`src/rtl/calc_ctrl_pkg.sv`:
```
// Shared types and opcode constants for the calculator control unit.
package calc_ctrl_pkg;

  // Controller sequencing states.
  typedef enum logic [2:0] {
    IDLE,
    GET_A,
    GET_OP,
    GET_B,
    WAIT_START,
    EXEC,
    SHOW,
    ERR
  } state_t;

  // Opcodes of the standard four-function operator set.
  localparam int OP_ADD = 0;
  localparam int OP_SUB = 1;
  localparam int OP_MUL = 2;
  localparam int OP_DIV = 3;

endpackage

```
`src/rtl/calc_ctrl_chain_btn_event.sv`:
```
// Button sampler: a shared tick counter plus per-button sample/edge
// registers. A one-cycle event is produced for each 0->1 change seen
// between two consecutive tick samples.
module btn_event #(
  parameter int TICK_DIV = 100000,
  parameter int W        = 1
) (
  input  logic         Clock,
  input  logic         ClearAll,
  input  logic [W-1:0] buttons,
  output logic [W-1:0] events
);

  localparam int CNT_W = (TICK_DIV > 1) ? $clog2(TICK_DIV) : 1;

  logic [CNT_W-1:0] tick_cnt_reg;
  logic             tick;
  logic [W-1:0]     sample_reg;
  logic [W-1:0]     event_reg;

  assign tick = (tick_cnt_reg == CNT_W'(TICK_DIV - 1));

  // Free-running tick counter, wrapping at TICK_DIV-1.
  always_ff @(posedge Clock) begin
    if (!ClearAll) begin
      tick_cnt_reg <= '0;
    end else if (tick) begin
      tick_cnt_reg <= '0;
    end else begin
      tick_cnt_reg <= tick_cnt_reg + CNT_W'(1);
    end
  end

  genvar gi;
  generate
    for (gi = 0; gi < W; gi++) begin : g_btn
      // Sample on tick; flag a rising edge for exactly one cycle.
      always_ff @(posedge Clock) begin
        if (!ClearAll) begin
          sample_reg[gi] <= 1'b0;
          event_reg[gi]  <= 1'b0;
        end else if (tick) begin
          sample_reg[gi] <= buttons[gi];
          event_reg[gi]  <= buttons[gi] & ~sample_reg[gi];
        end else begin
          event_reg[gi]  <= 1'b0;
        end
      end
    end
  endgenerate

  assign events = event_reg;

endmodule

```
`src/rtl/calc_ctrl_chain.sv`:
```
// Calculator control unit with operation chaining, divide-by-zero error
// state and ClearEntry recovery. All strobes are registered one-cycle
// pulses in the system clock domain.
module calc_ctrl_chain
  import calc_ctrl_pkg::*;
#(
  parameter int TICK_DIV  = 100000,
  parameter int NUM_OPS   = 4,
  parameter int OP_W      = $clog2(NUM_OPS),
  parameter int DIV_OP    = OP_DIV,
  parameter int MAX_CHAIN = 8
) (
  input  logic                           Clock,
  input  logic                           ClearAll,
  input  logic                           Enter,
  input  logic                           Start,
  input  logic                           ClearEntry,
  input  logic [NUM_OPS-1:0]             OpReq,
  input  logic                           DivZero,
  output logic                           LoadA,
  output logic                           LoadB,
  output logic                           LoadResult,
  output logic                           LoadOU,
  output logic                           ResultToA,
  output logic                           IU_AU,
  output logic [OP_W-1:0]                Op,
  output logic [$clog2(MAX_CHAIN+1)-1:0] ChainCount,
  output logic                           Error
);

  localparam int CC_W   = $clog2(MAX_CHAIN + 1);
  localparam int NB     = NUM_OPS + 3;
  localparam int EV_EN  = 0;
  localparam int EV_ST  = 1;
  localparam int EV_CE  = 2;
  localparam int EV_OP0 = 3;

  logic [NB-1:0]      btn_vec;
  logic [NB-1:0]      evt_vec;
  logic               ce_ev, start_ev, enter_ev, op_ev;
  logic [OP_W-1:0]    op_idx;

  state_t             state_reg, state_next;
  logic [OP_W-1:0]    op_reg, op_next;
  logic [CC_W-1:0]    chain_reg, chain_next;
  logic               iu_au_reg, iu_au_next;
  logic               error_reg, error_next;
  logic               load_a_reg, load_a_next;
  logic               load_b_reg, load_b_next;
  logic               load_result_reg, load_result_next;
  logic               load_ou_reg, load_ou_next;
  logic               result_to_a_reg, result_to_a_next;

  assign btn_vec = {OpReq, ClearEntry, Start, Enter};

  btn_event #(
    .TICK_DIV (TICK_DIV),
    .W        (NB)
  ) u_btn_event (
    .Clock    (Clock),
    .ClearAll (ClearAll),
    .buttons  (btn_vec),
    .events   (evt_vec)
  );

  // Keep only the highest-priority event; lowest operator index wins.
  always_comb begin
    ce_ev    = evt_vec[EV_CE];
    start_ev = evt_vec[EV_ST] & ~ce_ev;
    enter_ev = evt_vec[EV_EN] & ~ce_ev & ~start_ev;
    op_ev    = (|evt_vec[NB-1:EV_OP0]) & ~ce_ev & ~start_ev & ~enter_ev;
    op_idx   = '0;
    for (int i = NUM_OPS - 1; i >= 0; i--) begin
      if (evt_vec[EV_OP0 + i]) op_idx = OP_W'(i);
    end
  end

  // State and registered outputs; active-low synchronous clear.
  always_ff @(posedge Clock) begin
    if (!ClearAll) begin
      state_reg       <= IDLE;
      op_reg          <= '0;
      chain_reg       <= '0;
      iu_au_reg       <= 1'b0;
      error_reg       <= 1'b0;
      load_a_reg      <= 1'b0;
      load_b_reg      <= 1'b0;
      load_result_reg <= 1'b0;
      load_ou_reg     <= 1'b0;
      result_to_a_reg <= 1'b0;
    end else begin
      state_reg       <= state_next;
      op_reg          <= op_next;
      chain_reg       <= chain_next;
      iu_au_reg       <= iu_au_next;
      error_reg       <= error_next;
      load_a_reg      <= load_a_next;
      load_b_reg      <= load_b_next;
      load_result_reg <= load_result_next;
      load_ou_reg     <= load_ou_next;
      result_to_a_reg <= result_to_a_next;
    end
  end

  // Next-state and next-output decode; unconsumed events are dropped.
  always_comb begin
    state_next       = state_reg;
    op_next          = op_reg;
    chain_next       = chain_reg;
    iu_au_next       = iu_au_reg;
    error_next       = error_reg;
    load_a_next      = 1'b0;
    load_b_next      = 1'b0;
    load_result_next = 1'b0;
    load_ou_next     = 1'b0;
    result_to_a_next = 1'b0;
    unique case (state_reg)
      IDLE: state_next = GET_A;
      GET_A: begin
        if (enter_ev) begin
          load_a_next  = 1'b1;
          load_ou_next = 1'b1;
          iu_au_next   = 1'b0;
          state_next   = GET_OP;
        end
      end
      GET_OP: begin
        if (ce_ev) begin
          state_next = GET_A;
        end else if (op_ev) begin
          op_next    = op_idx;
          state_next = GET_B;
        end
      end
      GET_B: begin
        if (enter_ev) begin
          load_b_next  = 1'b1;
          load_ou_next = 1'b1;
          state_next   = WAIT_START;
        end
      end
      WAIT_START: begin
        if (ce_ev) begin
          state_next = GET_B;
        end else if (start_ev) begin
          if (op_reg == OP_W'(DIV_OP) && DivZero) begin
            error_next = 1'b1;
            state_next = ERR;
          end else begin
            state_next = EXEC;
          end
        end
      end
      EXEC: begin
        load_result_next = 1'b1;
        iu_au_next       = 1'b1;
        chain_next       = chain_reg + CC_W'(1);
        state_next       = SHOW;
      end
      SHOW: begin
        // LoadResult is high only on the first SHOW cycle: refresh display.
        if (load_result_reg) load_ou_next = 1'b1;
        if (ce_ev || enter_ev) begin
          chain_next = '0;
          iu_au_next = 1'b0;
          state_next = GET_A;
        end else if (op_ev && (chain_reg < CC_W'(MAX_CHAIN))) begin
          load_a_next      = 1'b1;
          result_to_a_next = 1'b1;
          op_next          = op_idx;
          iu_au_next       = 1'b0;
          state_next       = GET_B;
        end
      end
      ERR: begin
        iu_au_next = 1'b0;
        if (ce_ev || enter_ev) begin
          error_next = 1'b0;
          chain_next = '0;
          state_next = GET_A;
        end
      end
      default: state_next = IDLE;
    endcase
  end

  assign LoadA      = load_a_reg;
  assign LoadB      = load_b_reg;
  assign LoadResult = load_result_reg;
  assign LoadOU     = load_ou_reg;
  assign ResultToA  = result_to_a_reg;
  assign IU_AU      = iu_au_reg;
  assign Op         = op_reg;
  assign ChainCount = chain_reg;
  assign Error      = error_reg;

endmodule

```
`config.mk`:
```
export PLATFORM = sky130hd
export DESIGN_NAME = calc_ctrl_chain
export DESIGN_NICKNAME = d
export VERILOG_FILES = /design/src/rtl/calc_ctrl_pkg.sv /design/src/rtl/calc_ctrl_chain_btn_event.sv /design/src/rtl/calc_ctrl_chain.sv
export SDC_FILE = /design/constraint.sdc
export NUM_CORES = 1
export LEC_CHECK = 0
export ABC_AREA = 0
export CORE_UTILIZATION = 46
export CTS_BUF_LIST = sky130_fd_sc_hd__clkbuf_4 sky130_fd_sc_hd__clkbuf_8 sky130_fd_sc_hd__clkbuf_16
export DETAILED_ROUTE_END_ITERATION = 7
export GPL_ROUTABILITY_DRIVEN = 1
export MAX_ROUTING_LAYER = met4
export PLACE_DENSITY_LB_ADDON = 0.15
export RECOVER_POWER = 50
export SLEW_MARGIN = 20
export SYNTH_ARGS = -nofsm -noshare
export SYNTH_HDL_FRONTEND = slang
export SYNTH_SLANG_ARGS = --single-unit
```
`constraint.sdc`:
```
create_clock -name Clock -period 1.8 [get_ports Clock]
set_input_delay 0.18 -clock Clock [delete_from_list [all_inputs] [get_ports Clock]]
set_output_delay 0.18 -clock Clock [all_outputs]
set_load 0.02 [all_outputs]
```
==> metrics.cfg, run 1 <==
[floorplan]
die_width_um=68.3
ios=23
dieHeight_um=68.3
core-area_mm2=0.00412
die_area_mm2=0.00467
start_util=0.492
rows=23

[cells_and_area]
diodes=0
design_area_mm2=0.00264
final_nets=273
largest_reg_flops=17
syn_to_final_growth_pct=30.3
drive_gt1_frac=0.240

[yosys]
async_flop_share=0
yosysUniqueCellTypes=50
yosysTopAreaCellShare=0.465
synth_common_cells=47 x dfxtp_1, 29 x nor2_1, 13 x nand3_1
ys_ff_latch=47
synth_top_cell_by_area=dfxtp_1
synth_compound_area_frac=0.114
synth_enable_flop_cells=0
synth.area.top_cells=dfxtp_1 47%, nor2_1 5.4%, xnor2_1 3.9%
syn_inst=213
synth_xor_area_frac=0.0736
yosys_most_used_dff=dfxtp_1
synth.area.mux_share=0.0148
synth_fa_ha_area_frac=0.0124
synth-simple-area-share=0.276
synth_top_family_by_area=simple AND/OR/NAND/NOR gates
synth_most_common_cell=dfxtp_1
synth-seq-area-share=0.465
synth_nets=225
avgSynthCellArea_um2=9.50
syn_area_mm2=0.00202
ys_warn_count=0

[timing]
worst_slew_pin_slew_ns=0.450
tns_ns=0
finalHoldViolCount=0
post-route-period-util=0.984
slew_headroom=0.697
drv_slew=0
fmax_mhz=565
fin_crit_ns=1.77
setup_viol_count_final=0
clock_skew_ns=0.00614

[global_routing]
grt_overflow_total=0
grt_max_degree=20
grt_pass1_vias=1519
grt_usage=0.205
grt_pass1_wl_mm=6.78
antenna_found_initial=0

[min_path]
hold_class=register to register

[outcome]
outcome=finished clean

[route]
route.vias.total=1632
vias_per_cell=5.23
drtIter0Drc=118
first_pass_iters=4
drc=0
ant_nets=0
wl_per_cell_um=13.1
routed_wl_mm=4.08

[critical_path]
critPathArrivalTime_ns=1.95
required_ns=1.98
worstSetupPathType=register to register
r2r_slack_ns=0.03
end_kind=register
start_kind=register
path_max_fanout=2

[clock_tree]
tritoncts=done
clkTransAtPathRegs_ns=0.08
root_buffer=clkbuf_8
clock-sinks=47
insertion_delay_ns=0.30
cts_buffers=5
clk_path_buf_depth=2
h-tree-depth=2

[power_and_ir_drop]
ir_drop_v=0.000540
leakage_nw=1.03
powerDensity_mw_per_mm2=857

[place]
placed_area_mm2=0.00245
place.port_buffers=22
hpwlAfterDp_mm=2.88
gp_congestion=0.946

[job]
maxCapViolCount=0

## power by group
group,total [mW],internal [mW],leakage [nW],switching (mW)
clock,0.794,0.449,0.0612,0.345
sequential,1.11,1.07,0.383,0.0404
combinational,0.351,0.198,0.585,0.154
## area by class of cell
type	instances	area, um^2
multi-input combinational	152	1050
clock inverter	2	35.0
sequential	47	951
timing repair buffer	49	435
inverter	6	22.5
fill	363	1480
tap	50	62.6
clock buffer	6	82.6
## final timing paths
path	start	endpoint	cells past startpoint
setup / recovery	u_btn_event.events[3]$_SDFF_PN0_	state_reg[2]$_SDFFE_PN0P_	5
hold / removal	u_btn_event.sample_reg[3]$_SDFFE_PN0N_	u_btn_event.events[3]$_SDFF_PN0_	1
setup reg to reg	u_btn_event.events[3]$_SDFF_PN0_	state_reg[2]$_SDFFE_PN0P_	5
hold reg to reg	u_btn_event.sample_reg[3]$_SDFFE_PN0N_	u_btn_event.events[3]$_SDFF_PN0_	1
## worst max-delay path, stage by stage (launching register included)
cell	delay (ns)
dfxtp_2	0.32
or4_4	0.54
a311oi_4	0.26
a211oi_2	0.09
and4_4	0.17
a311o_1	0.27
## what timing repair did
item,CTS,global route
pin swaps,4,5
hold buffers,0,0
setup endpoints to repair,2,16
buffers inserted,1,1
resized for setup,3,16
## per-stage QoR
| step | cells | power (mW) | worst slack, ns | hold slack (ns) | util |
|---|---|---|---|---|---|
| floorplan | 213 | 1.33 | 0.0256 | 0.305 | - |
| global placement | 303 | 1.46 | 0.0218 | 0.414 | 0.595 |
| detailed placement | 303 | 1.46 | -0.0198 | 0.413 | 0.595 |
| CTS | 312 | 2.25 | -0.0268 | 0.419 | 0.628 |
| global route | 312 | 2.37 | -0.0127 | 0.436 | 0.641 |
| finish | 312 | 2.26 | 0.0291 | 0.421 | 0.641 |
## cells by family after synthesis
kind of cell	count (synthesis)
multiplexers	3
AO/OA/AOI/OAI	29
AND/OR/NAND/NOR	101
XOR/XNOR	17
flip-flops	47
adder cells (fa/ha/maj)	2
buffers and inverters	14
## metal layers
metal	track usage	routed length, um	vias up
li1	-	-	841
met1	0.257	2040	748
met2	0.304	1850	37
met3	0.0700	131	6
met4	0.0703	57	0
met5	-	0	-
## cell usage in the layout (no fill, tap or decap), types with 4 or more instances in the layout
cell type and instances:
a22o_1 7, and3_1 6, nor3_1 5, xor2_1 8, dlygate4sd3_1 6, nand2_1 11, nor3b_1 6, dfxtp_2 8
inv_1 6, clkbuf_8 6, nand3_1 13, dfxtp_1 39, xnor2_1 9, clkdlybuf4s50_1 16, o21ai_0 5, buf_4 26
a21oi_1 4, nor2_1 29
(Power assumes the default switching activity.)
==> inputs of run 2 (changes only) <==
Settings changed: PLACE_DENSITY set to 0.77, PLACE_DENSITY_LB_ADDON 0.15 to not set.
==> metrics.cfg, run 2 (synthesized netlist as in run 1, its figures left out) <==
[outcome]
outcome=finished clean

[cells_and_area]
multi_input_area_mm2=0.00106
n_fill_cell=334
largest_reg_flops=17
syn_to_final_growth_pct=28.5
final_common_cell=dfxtp_1
diodes=0
layout_common_cells=43 x dfxtp_1, 29 x nor2_1, 22 x clkdlybuf4s50_1, 20 x buf_4, 13 x nand3_1
regArea_um2=946
drive_gt1_frac=0.220
final_nets=266

[critical_path]
slowest_stage=or4_1
critPathTopFamily=simple AND/OR/NAND/NOR gates
critPathArrivalTime_ns=1.95
end_kind=register
path_max_fanout=7
worstSetupPathType=register to register
reg2regPathDepth=5
critPathBufInv=0
timing.rr.start=u_btn_event.tick_cnt_reg[11]$_SDFF_PP0_
path_cells=or4_1, nor3_2, and3_4, nor2b_2, a22o_1
r2r_slack_ns=0.04
required_ns=1.99
r2r-end=u_btn_event.sample_reg[0]$_SDFFE_PN0N_
slowest_delay_ns=0.51
start_kind=register

[power_and_ir_drop]
combPwrFrac=0.144
power.total_mw=2.34
ir_drop_v=0.000554
power_frac_seq=0.469
switching_share=0.231
power.switching_uw=542
internal-power_mw=1.80
clkPwrFrac=0.387
powerDensity_mw_per_mm2=902
leakage_nw=0.981

[timing]
finalHoldViolCount=0
slew_headroom=0.612
post-route-period-util=0.976
worst_slew_pin_slew_ns=0.581
layout_setup_ws_ns=0.0440
drv_slew=0
fmax_mhz=569
setup_viol_count_final=0
clock_skew_ns=0.00386
rsz0062_at_grt=yes
fin_crit_ns=1.76

[floorplan]
die_area_mm2=0.00467
start_util=0.492
rows=23
die_width_um=68.3
dieHeight_um=68.3
core-area_mm2=0.00412
ios=23

[clock_tree]
tritoncts=done
root_buffer=clkbuf_8
insertion_delay_ns=0.30
cts_buffers=5
clkTransAtPathRegs_ns=0.09
clock-sinks=47
clk_path_buf_depth=2
h-tree-depth=2
cts-hold-fix-buffers=0

[route]
first_pass_iters=4
route.vias.total=1624
drc=0
routed_wl_mm=4.10
vias_per_cell=5.32
drtIter0Drc=141
wl_per_cell_um=13.4
ant_nets=0

[global_routing]
grt_pass1_vias=1524
grt_overflow_total=0
antenna_found_initial=0
grt_max_degree=16
grt_pass1_wl_mm=6.67
grt_usage=0.199

[min_path]
hold_class=register to register
hold_path_end=u_btn_event.events[3]$_SDFF_PN0_
hold_start=u_btn_event.sample_reg[3]$_SDFFE_PN0N_
hold_path_depth=1

[job]
maxCapViolCount=0

[place]
dp_slack_ns=-0.0412
gp_congestion=0.896
place.port_buffers=22
hpwlAfterDp_mm=2.85

[run 2: cell count changes in the layout (fill, tap and decap cells not counted), sizes merged]
cell / delta
clkinv: -1
clkdlybuf4s50: +6
bufinv: +1
clkbuf: -1
buf: -7
clkinvlp: +1
dlygate4sd3: -6
[run 2: layer usage]
metal | up-vias | wire length, um | GRT usage
met5 | - | 0 | -
met4 | 0 | 48 | 0.0938
met3 | 5 | 163 | 0.0400
met2 | 38 | 1920 | 0.308
met1 | 750 | 1970 | 0.247
li1 | 831 | - | -
[run 2: metrics by stage]
| stage | util | hold slack [ns] | cells | instance area, um^2 | setup TNS (ns) |
|---|---|---|---|---|---|
| after floorplan | - | 0.305 | 213 | 2020 | 0 |
| after global placement | 0.575 | 0.416 | 294 | 2370 | 0 |
| after detailed placement | 0.575 | 0.413 | 294 | 2370 | -0.0693 |
| after CTS | 0.614 | 0.422 | 304 | 2530 | -0.309 |
| after global routing | 0.632 | 0.451 | 305 | 2600 | -0.0616 |
| final | 0.632 | 0.431 | 305 | 2600 | 0 |
[run 2: how the worst max path moves through the flow]
stage                                       startpoint                                     end  slack (ns)  cells past startpoint
5_1_grt               u_btn_event.events[3]$_SDFF_PN0_               state_reg[2]$_SDFFE_PN0P_       -0.02                      5
3_5_place_dp          u_btn_event.events[5]$_SDFF_PN0_               state_reg[2]$_SDFFE_PN0P_       -0.04                      5
6_report       u_btn_event.tick_cnt_reg[11]$_SDFF_PP0_  u_btn_event.sample_reg[0]$_SDFFE_PN0N_        0.04                      5
3_3_place_gp          u_btn_event.events[3]$_SDFF_PN0_               state_reg[2]$_SDFFE_PN0P_       0.002                      5
4_1_cts               u_btn_event.events[5]$_SDFF_PN0_               state_reg[2]$_SDFFE_PN0P_       -0.05                      5
2_1_floorplan         u_btn_event.events[3]$_SDFF_PN0_               state_reg[2]$_SDFFE_PN0P_        0.03                      5
[run 2: what timing repair did]
action | in CTS | in global routing
gates resized for setup | 3 | 18
endpoints found under the hold margin | 0 | 0
endpoints found under the setup margin | 13 | 17
setup buffers | 2 | 1
pin swaps | 5 | 6
[run 2: worst reg2reg max path, stage by stage (launching register included)]
cell and delay, ns:
dfxtp_2 0.34, or4_1 0.52, nor3_2 0.22, and3_4 0.25, nor2b_2 0.09, a22o_1 0.25
[run 2: layout make-up]
type / instances / share of cell area
clock buffer: 5 / 0.0265
timing repair buffer: 42 / 0.142
inverter: 6 / 0.00866
multi-input combinational: 152 / 0.409
clock inverter: 3 / 0.0260
tap: 50 / 0.0241
sequential: 47 / 0.364
[run 2: power groups by stage]
| stage | Clock, mW | Combinational, mW | Sequential, mW |
|---|---|---|---|
| after floorplan | 0 | 0.200 | 1.13 |
| after global placement | 0 | 0.307 | 1.12 |
| after detailed placement | 0 | 0.308 | 1.12 |
| after CTS | 0.924 | 0.311 | 1.10 |
| after global routing | 0.978 | 0.373 | 1.10 |
| final | 0.907 | 0.338 | 1.10 |
==> inputs of run 3 (changes only) <==
Settings changed: PLACE_DENSITY 0.77 to 0.78.
==> metrics.cfg, run 3 (synthesized netlist as in run 1, its figures left out) <==
[outcome]
outcome=complete, but fails checks
violations=negative setup slack

[global_routing]
grt_pass1_vias=1517
grt_overflow_total=0
grt_pass1_wl_mm=6.76
grt_usage=0.202
grt_max_degree=18
antenna_found_initial=0

[cells_and_area]
largest_reg_flops=17
layout_common_cells=44 x dfxtp_1, 29 x nor2_1, 15 x buf_4, 13 x nand3_1, 13 x dlygate4sd3_1
drive_gt1_frac=0.185
multi_input_area_mm2=0.00102
syn_to_final_growth_pct=25.5
final_nets=265
final_common_cell=dfxtp_1
regArea_um2=945
n_fill_cell=352
diodes=0

[floorplan]
die_width_um=68.3
die_area_mm2=0.00467
start_util=0.492
core-area_mm2=0.00412
rows=23
dieHeight_um=68.3
ios=23

[power_and_ir_drop]
leakage_nw=0.992
ir_drop_v=0.000637
powerDensity_mw_per_mm2=827
power.total_mw=2.10

[place]
hpwlAfterDp_mm=2.86
gp_congestion=0.848
place.port_buffers=22
dp_slack_ns=-0.00306

[route]
wl_per_cell_um=13.2
drc=0
ant_nets=0
first_pass_iters=4
drtIter0Drc=91
vias_per_cell=5.44
routed_wl_mm=4.01
route.vias.total=1655

[min_path]
hold_class=register to register
hold_start=u_btn_event.sample_reg[5]$_SDFFE_PN0N_
hold_path_depth=1
hold_path_end=u_btn_event.events[5]$_SDFF_PN0_

[clock_tree]
cts_buffers=5
tritoncts=done
root_buffer=clkbuf_8
clkTransAtPathRegs_ns=0.09
h-tree-depth=2
clock-sinks=47
clk_path_buf_depth=2
cts-hold-fix-buffers=0
insertion_delay_ns=0.29

[critical_path]
required_ns=1.99
r2r-end=state_reg[2]$_SDFFE_PN0P_
slowest_delay_ns=0.54
reg2regPathDepth=5
worstSetupPathType=register to register
end_kind=register
path_max_fanout=3
slowest_stage=or4_4
path_cells=or4_4, a311oi_2, a211oi_2, and4_4, a311o_1
timing.rr.start=u_btn_event.events[3]$_SDFF_PN0_
r2r_slack_ns=-0.01
start_kind=register
critPathArrivalTime_ns=2.00

[timing]
fmax_mhz=552
worst_slew_pin_slew_ns=0.451
fin_crit_ns=1.81
post-route-period-util=1.01
setup_viol_count_final=1
rsz0062_at_grt=yes
slew_headroom=0.696
clock_skew_ns=0.00688
layout_setup_ws_ns=-0.0111
finalHoldViolCount=0
drv_slew=0

[job]
maxCapViolCount=0

==> run 3: report_power, final <==
part / switching (mW) / internal [mW]
clock network: 0.344 / 0.350
logic: 0.145 / 0.159
registers: 0.0336 / 1.07
total: 0.522 / 1.58
==> run 3: routing by layer <==
metal	vias to the layer above	wire, um	track usage	part of all wire
met5	-	0	-	0
met4	0	64	0.0964	0.016
met3	6	95	0.0350	0.024
met2	24	1910	0.316	0.48
met1	792	1940	0.252	0.48
li1	833	-	-	-
==> run 3: worst max-delay path by stage <==
stage                                                 from                                to  slack (ns)  depth (start not counted)
finish                    u_btn_event.events[3]$_SDFF_PN0_         state_reg[2]$_SDFFE_PN0P_       -0.01                          5
global route        u_btn_event.tick_cnt_reg[1]$_SDFF_PP0_  u_btn_event.events[5]$_SDFF_PN0_       -0.06                          6
CTS                       u_btn_event.events[3]$_SDFF_PN0_         state_reg[2]$_SDFFE_PN0P_      -0.006                          5
detailed placement        u_btn_event.events[5]$_SDFF_PN0_         state_reg[2]$_SDFFE_PN0P_      -0.003                          5
global placement          u_btn_event.events[3]$_SDFF_PN0_         state_reg[2]$_SDFFE_PN0P_        0.02                          5
floorplan                 u_btn_event.events[3]$_SDFF_PN0_         state_reg[2]$_SDFFE_PN0P_        0.03                          5
==> run 3: metrics by stage <==
stage	std cells	instance area (um^2)	util	hold WS (ns)	TNS [ns]
after floorplan	213	2020	-	0.305	0
after global placement	296	2410	0.585	0.415	0
after detailed placement	296	2410	0.585	0.412	-0.00306
after CTS	305	2540	0.617	0.427	-0.00586
after global routing	304	2540	0.617	0.441	-0.431
final	304	2540	0.617	0.434	-0.0111
==> run 3: what timing repair did <==
action | in CTS | in global routing
resized for setup | 6 | 6
buffers inserted | 1 | 0
setup endpoints to repair | 9 | 15
pin swaps | 2 | 0
==> run 3: critical path, delay by kind of cell (launching register included) <==
kind             cells  cell delay, ns
flip-flops           1            0.31
AND/OR/NAND/NOR      2            0.74
AO/OA/AOI/OAI        3            0.65
==> run 3: layout make-up <==
| cell class | instances | share of cell area |
|---|---|---|
| clock buffers | 7 | 0.0379 |
| clock inverters | 1 | 0.00296 |
| inverters | 6 | 0.00887 |
| multi-input cells | 152 | 0.404 |
| flip-flops and latches | 47 | 0.372 |
| well taps | 50 | 0.0246 |
| repair buffers | 41 | 0.150 |
